File: src/rtl/decodificador_notas.sv
// ============================================================================
// Module   : decodificador_notas
// Purpose  : Glitch-filtered 7-segment grade decoder with status tallies.
//            Optional macro GRADE_CONSISTENCY_CHECK_EN enables digit/status check.
// Revision : 1.0
// ============================================================================
`default_nettype none

module decodificador_notas #(
    parameter int STABLE_CYCLES = 4,
    parameter int NBITS_CNT     = 8
) (
    input  logic                 clk_2,
    input  logic                 reset,
    input  logic [6:0]           seg_in,
    output logic                 dec_valid,
    output logic [1:0]           dec_kind,
    output logic [3:0]           dec_digit,
    output logic [1:0]           dec_status,
    output logic [NBITS_CNT-1:0] cnt_aprov,
    output logic [NBITS_CNT-1:0] cnt_recup,
    output logic [NBITS_CNT-1:0] cnt_reprov,
    output logic                 err_invalid,
    output logic                 mismatch
);

    localparam logic [1:0] c_KIND_BLANK   = 2'd0;
    localparam logic [1:0] c_KIND_DIGIT   = 2'd1;
    localparam logic [1:0] c_KIND_STATUS  = 2'd2;
    localparam logic [1:0] c_KIND_INVALID = 2'd3;

    localparam logic [1:0] c_ST_NONE   = 2'd0;
    localparam logic [1:0] c_ST_APROV  = 2'd1;
    localparam logic [1:0] c_ST_RECUP  = 2'd2;
    localparam logic [1:0] c_ST_REPROV = 2'd3;

    localparam logic [7:0] c_ACCEPT_CNT = 8'(STABLE_CYCLES - 2);

    typedef enum logic [0:0] {
        SETTLE = 1'b0,
        HELD   = 1'b1
    } state_t;

    state_t               r_state;
    state_t               w_state_nxt;
    logic [6:0]           r_cand;
    logic [7:0]           r_stab_cnt;
    logic                 r_dec_valid;
    logic [1:0]           r_dec_kind;
    logic [3:0]           r_dec_digit;
    logic [1:0]           r_dec_status;
    logic [NBITS_CNT-1:0] r_cnt_aprov;
    logic [NBITS_CNT-1:0] r_cnt_recup;
    logic [NBITS_CNT-1:0] r_cnt_reprov;
    logic                 r_err_invalid;

    logic                 w_change;
    logic                 w_accept;
    logic [1:0]           w_kind;
    logic [3:0]           w_digit;
    logic [1:0]           w_status;

    always_comb begin
        w_change    = (seg_in != r_cand);
        w_accept    = 1'b0;
        w_state_nxt = r_state;
        if (w_change) begin
            w_state_nxt = SETTLE;
        end else if (r_state == SETTLE && r_stab_cnt == c_ACCEPT_CNT) begin
            w_accept    = 1'b1;
            w_state_nxt = HELD;
        end
    end

    // On an accept edge seg_in equals r_cand, so decoding the candidate suffices.
    always_comb begin
        w_kind   = c_KIND_INVALID;
        w_digit  = 4'd0;
        w_status = c_ST_NONE;
        case (r_cand)
            7'h00: w_kind = c_KIND_BLANK;
            7'h3F: begin w_kind = c_KIND_DIGIT; w_digit = 4'd0; end
            7'h06: begin w_kind = c_KIND_DIGIT; w_digit = 4'd1; end
            7'h5B: begin w_kind = c_KIND_DIGIT; w_digit = 4'd2; end
            7'h4F: begin w_kind = c_KIND_DIGIT; w_digit = 4'd3; end
            7'h66: begin w_kind = c_KIND_DIGIT; w_digit = 4'd4; end
            7'h6D: begin w_kind = c_KIND_DIGIT; w_digit = 4'd5; end
            7'h7D: begin w_kind = c_KIND_DIGIT; w_digit = 4'd6; end
            7'h07: begin w_kind = c_KIND_DIGIT; w_digit = 4'd7; end
            7'h08: begin w_kind = c_KIND_STATUS; w_status = c_ST_APROV;  end
            7'h0E: begin w_kind = c_KIND_STATUS; w_status = c_ST_RECUP;  end
            7'h0C: begin w_kind = c_KIND_STATUS; w_status = c_ST_REPROV; end
            default: w_kind = c_KIND_INVALID;
        endcase
    end

    always_ff @(posedge clk_2 or posedge reset) begin
        if (reset) begin
            r_state <= HELD;
        end else begin
            r_state <= w_state_nxt;
        end
    end

    always_ff @(posedge clk_2 or posedge reset) begin
        if (reset) begin
            r_cand        <= 7'h00;
            r_stab_cnt    <= 8'd0;
            r_dec_valid   <= 1'b0;
            r_dec_kind    <= c_KIND_BLANK;
            r_dec_digit   <= 4'd0;
            r_dec_status  <= c_ST_NONE;
            r_cnt_aprov   <= '0;
            r_cnt_recup   <= '0;
            r_cnt_reprov  <= '0;
            r_err_invalid <= 1'b0;
        end else begin
            r_dec_valid <= w_accept;
            if (w_change) begin
                r_cand     <= seg_in;
                r_stab_cnt <= 8'd0;
            end else if (r_state == SETTLE && !w_accept) begin
                r_stab_cnt <= r_stab_cnt + 8'd1;
            end
            if (w_accept) begin
                r_dec_kind   <= w_kind;
                r_dec_digit  <= w_digit;
                r_dec_status <= w_status;
                if (w_kind == c_KIND_INVALID) begin
                    r_err_invalid <= 1'b1;
                end
                if (w_status == c_ST_APROV && r_cnt_aprov != '1) begin
                    r_cnt_aprov <= r_cnt_aprov + 1'b1;
                end
                if (w_status == c_ST_RECUP && r_cnt_recup != '1) begin
                    r_cnt_recup <= r_cnt_recup + 1'b1;
                end
                if (w_status == c_ST_REPROV && r_cnt_reprov != '1) begin
                    r_cnt_reprov <= r_cnt_reprov + 1'b1;
                end
            end
        end
    end

`ifdef GRADE_CONSISTENCY_CHECK_EN
    logic [3:0] r_last_digit;
    logic       r_last_digit_vld;
    logic       r_mismatch;
    logic [1:0] w_exp_status;

    always_comb begin
        w_exp_status = c_ST_REPROV;
        if (r_last_digit >= 4'd7) begin
            w_exp_status = c_ST_APROV;
        end else if (r_last_digit >= 4'd4) begin
            w_exp_status = c_ST_RECUP;
        end
    end

    always_ff @(posedge clk_2 or posedge reset) begin
        if (reset) begin
            r_last_digit     <= 4'd0;
            r_last_digit_vld <= 1'b0;
            r_mismatch       <= 1'b0;
        end else if (w_accept) begin
            if (w_kind == c_KIND_DIGIT) begin
                r_last_digit     <= w_digit;
                r_last_digit_vld <= 1'b1;
            end else if (w_kind == c_KIND_STATUS) begin
                r_last_digit_vld <= 1'b0;
                if (r_last_digit_vld && w_status != w_exp_status) begin
                    r_mismatch <= 1'b1;
                end
            end
        end
    end

    assign mismatch = r_mismatch;
`else
    assign mismatch = 1'b0;
`endif

    assign dec_valid   = r_dec_valid;
    assign dec_kind    = r_dec_kind;
    assign dec_digit   = r_dec_digit;
    assign dec_status  = r_dec_status;
    assign cnt_aprov   = r_cnt_aprov;
    assign cnt_recup   = r_cnt_recup;
    assign cnt_reprov  = r_cnt_reprov;
    assign err_invalid = r_err_invalid;

endmodule

`default_nettype wire
File: config.mk
export PLATFORM = sky130hd
export DESIGN_NAME = decodificador_notas
export DESIGN_NICKNAME = d
export VERILOG_FILES = /design/src/rtl/decodificador_notas.sv
export SDC_FILE = /design/constraint.sdc
export NUM_CORES = 1
export LEC_CHECK = 0
export ABC_CLOCK_PERIOD_IN_PS = 2300
export BUFFER_PORTS_ARGS = -buffer_cell sky130_fd_sc_hd__buf_2
export CELL_PAD_IN_SITES_DETAIL_PLACEMENT = 0
export CELL_PAD_IN_SITES_GLOBAL_PLACEMENT = 1
export CORE_MARGIN = 2
export CORE_UTILIZATION = 39
export CTS_CLUSTER_SIZE = 14
export DETAILED_ROUTE_END_ITERATION = 10
export GPL_TIMING_DRIVEN = 0
export PLACE_DENSITY = 0.79
export SYNTH_ARGS = -nofsm -noshare
export SYNTH_HDL_FRONTEND = slang
export SYNTH_SLANG_ARGS = --single-unit
File: constraint.sdc
create_clock -name clk_2 -period 2.3 [get_ports clk_2]
set_input_delay 0.23 -clock clk_2 [delete_from_list [all_inputs] [get_ports clk_2]]
set_output_delay 0.23 -clock clk_2 [all_outputs]
set_load 0.01 [all_outputs]
==> impl_results.md <==
* Status: complete, no violations
* Hold Path Class: primary input to flip-flop
* Skew final at a little over 0.008 ns
* Final Critical Period at 2.079 ns
* Drt wl/cell at approximately 13 um
* Synth Area in Adders at 0.02444
* CTS tree: done
* Mux contribution to synthesized area at 0.04203
* Mapped Cells at 224
* Post-CTS Resized at 0
* RSZ-0062 raised after global routing: no
* Initial DRC count at about 80
* Maximum capacitance violations at 0
* Final Hold Vio Count at 0
* Finished Cell Area at ~3000 um2
* Vias per cell at 5.000
* Number of global-route vias before repair at between 1500 and 2000
* I/O Buffers at just over 40
* CTS max path bufs at 2
* Post-synth top flop: dfrtp_1
* Largest net degree at the start of global routing at 35
* Type of the worst setup path: flip-flop to flip-flop
* Core area at 6350 um2
* Synth Area in XOR/XNOR at 0.1266
* Ys async rst share at 1.000
* CTS Sinks at 49
* Startpoint types: flip-flop
* Syn_area_per_cell at around 11 um2
* Critical path's largest stage delay at about 0.49 ns
* Placed wire-length estimate at 3.360 mm
* Area delta synth->final at 17.45%
* Register area share after synthesis at 0.4795
* Antenna violations before repair at 0
* Layout cell share with drive strength beyond 1 at 0.3152
* Ports at 44
* Chip height at 85.02 um
* Antenna diode count at 0
* H-Tree Depth at 2
* # setup viols final at 0
* GRT Overall Usage at 0.1326
* Slew Limit Fails at 0
* Data required time of the worst path at 2.49 ns
* CP max-delay cell: nor4_4
* Rows at 29
* Post-synthesis compound-gate area fraction at 0.04350
* TritonCTS buffer count at 5
* Setup tns final at 0 ns
* WP data arrival at 2.27 ns
* Fill cells at 604
* Reg2Reg Setup Slack at 0.22 ns
* DRC Markers at 0
* Global placement routability congestion at 0.7618
* CTS root buffer: clkbuf_8
* Final period util at 0.9039
* Simple-Gate Fraction of Synth Area at 0.2287
* Area post-placement at 2885 um2
* Cts hold-fix bufs at 1
* Power per cell area at 522.2 nW/um2
* Peak Freq at 0.4810 GHz
* First-pass GRT wire length at 7.741 mm
* Worst r2r dst: cnt_aprov[1]
* Worst min-delay path endpoint: r_cand[2]
* VDD IR-drop max at between 300 and 400 uV
* Min-delay src: seg_in[2]
* Wirelength, routed at 4.501 mm
* Worst hold stages at 2
* Final layout net count at approximately 290
* Worst Path Max Fanout at 7
* Clk_lat worst skew at 0.30 ns
* Synthesis-stage register bit count at 49
* Yosys warning total at 0
* Post-layout util at 0.4735
* Worst r2r path cells at 5
* Post-Syn Area at 2560 um2
* Post-CTS Setup Bufs at 0
* Pleak at 1.478 nW
* Die area at 7228 um2
* Synth unique cells at 52
* EDFF count, synth at 0
* CP Capture Type: flip-flop
* Vias at 1765
* Worst-path cell chain: nor4_4 -> nand3b_4 -> nor3b_4 -> and2_4 -> mux2_4
* Initial Utilization at 0.4032
* Main combinational cell family by area after synthesis: simple AND/OR/NAND/NOR gates
* 1st-pass router iterations at 4
* Worst-path clk slew at 0.09 ns
* Total gr overflow at 0
* Reg2reg start: r_cand[0]
* Post-route ant nets at 0
* Die width at 85.02 um
## Yosys cell counts, types with 4 or more instances
master     n  area (um2)
ha_1       5       62.56
and3_1    10       62.56
nand4_1   11       68.82
nor2_1    13       48.80
buf_2      5       25.02
clkbuf_1   8       30.03
mux2_2     6       67.56
nand2_1    4       15.01
xor2_1    12       105.1
nand3_1   16       80.08
inv_1      5       18.77
xnor2_1   25       219.0
dfrtp_1   48        1201
and2_1     6       37.54
## layer usage
| layer | GRT usage | part of all wire | vias up |
|---|---|---|---|
| li1 | - | - | 876 |
| met5 | 0 | 0 | - |
| met2 | 0.1889 | 0.43 | 44 |
| met4 | 0.03896 | 0.0098 | 0 |
| met3 | 0.03794 | 0.043 | 5 |
| met1 | 0.1958 | 0.51 | 840 |
## cells by family after synthesis
group                    after synthesis
AO/OA/AOI/OAI                         12
XOR/XNOR                              37
adder cells (fa/ha/maj)                5
buffers and inverters                 24
flip-flops                            49
multiplexers                           9
other                                  1
AND/OR/NAND/NOR                       87
## power by group
group,internal [W],switching [W]
Sequential,0.000867,0.00000413
Clock,0.000326,0.000280
Combinational,0.0000388,0.0000537
Total,0.00123,0.000338
## final cells by class
| cell class | instances | area, um2 | area share |
|---|---|---|---|
| Multi-Input combinational cell | 152 | 1199 | 0.3987 |
| Timing Repair Buffer | 43 | 235.2 | 0.07824 |
| Clock inverter | 2 | 38.79 | 0.01290 |
| Clock buffer | 6 | 72.57 | 0.02414 |
| Sequential cell | 49 | 1227 | 0.4082 |
| Buffer | 19 | 118.9 | 0.03953 |
| Inverter | 5 | 18.77 | 0.006242 |
| Tap cell | 77 | 96.34 | 0.03204 |
## sequential cells by signal, summed over array words and instances, names as in the netlist
| signal | cells |
|---|---|
| r_state | 1 |
| dec_kind | 2 |
| r_cand | 7 |
| dec_status | 2 |
| cnt_recup | 8 |
| dec_digit | 3 |
| cnt_aprov | 8 |
| err_invalid | 1 |
| cnt_reprov | 8 |
| r_stab_cnt | 8 |
| dec_valid | 1 |
## placed cells by master, fill, tap and decap left out, types with 2 or more instances in the layout
| cell | synthesis | layout |
|---|---|---|
| dfrtp_1 | 48 | 48 |
| buf_2 | 5 | 46 |
| xnor2_1 | 25 | 25 |
| nand3_1 | 16 | 16 |
| nor2_1 | 13 | 13 |
| xor2_1 | 12 | 12 |
| nand4_1 | 11 | 11 |
| and3_1 | 10 | 10 |
| clkbuf_1 | 8 | 9 |
| and2_1 | 6 | 6 |
| mux2_2 | 6 | 6 |
| ha_1 | 5 | 5 |
| clkbuf_8 | 0 | 5 |
| nand2_1 | 4 | 4 |
| inv_1 | 5 | 4 |
| buf_6 | 3 | 3 |
| nor3b_1 | 3 | 3 |
| o21ai_0 | 3 | 3 |
| nor4_1 | 2 | 2 |
| a21oi_1 | 2 | 2 |
| and3_2 | 2 | 2 |
| and4_1 | 2 | 2 |
| mux2_4 | 2 | 2 |
| buf_4 | 2 | 2 |
| conb_1 | 1 | 2 |
## critical path: cells and delay by family, from the launching register on
family,cells,cell delay (ns)
AND/OR/NAND/NOR,4,1.22
flip-flops,1,0.47
multiplexers,1,0.29
## worst max-delay path by stage
stage	end	startpoint	cells after the start
after floorplan	cnt_aprov[1]	r_cand[6]	6
after global placement	cnt_aprov[1]	r_cand[0]	5
after detailed placement	cnt_aprov[1]	r_cand[0]	5
after CTS	cnt_aprov[1]	r_cand[0]	5
after global routing	cnt_aprov[4]	r_cand[0]	7
final	cnt_aprov[1]	r_cand[0]	5
## metrics by stage
step	std cells	power (W)	setup WS, ns	hold WS, ns
floorplan	225	0.0009539	0.3850	0.3276
global placement	343	0.0009757	0.2169	0.4420
detailed placement	344	0.0009823	0.2113	0.2266
CTS	353	0.001596	0.2082	0.1389
global route	353	0.001646	0.09800	0.1419
finish	353	0.001570	0.2210	0.1402
(Power assumes the default switching activity.)
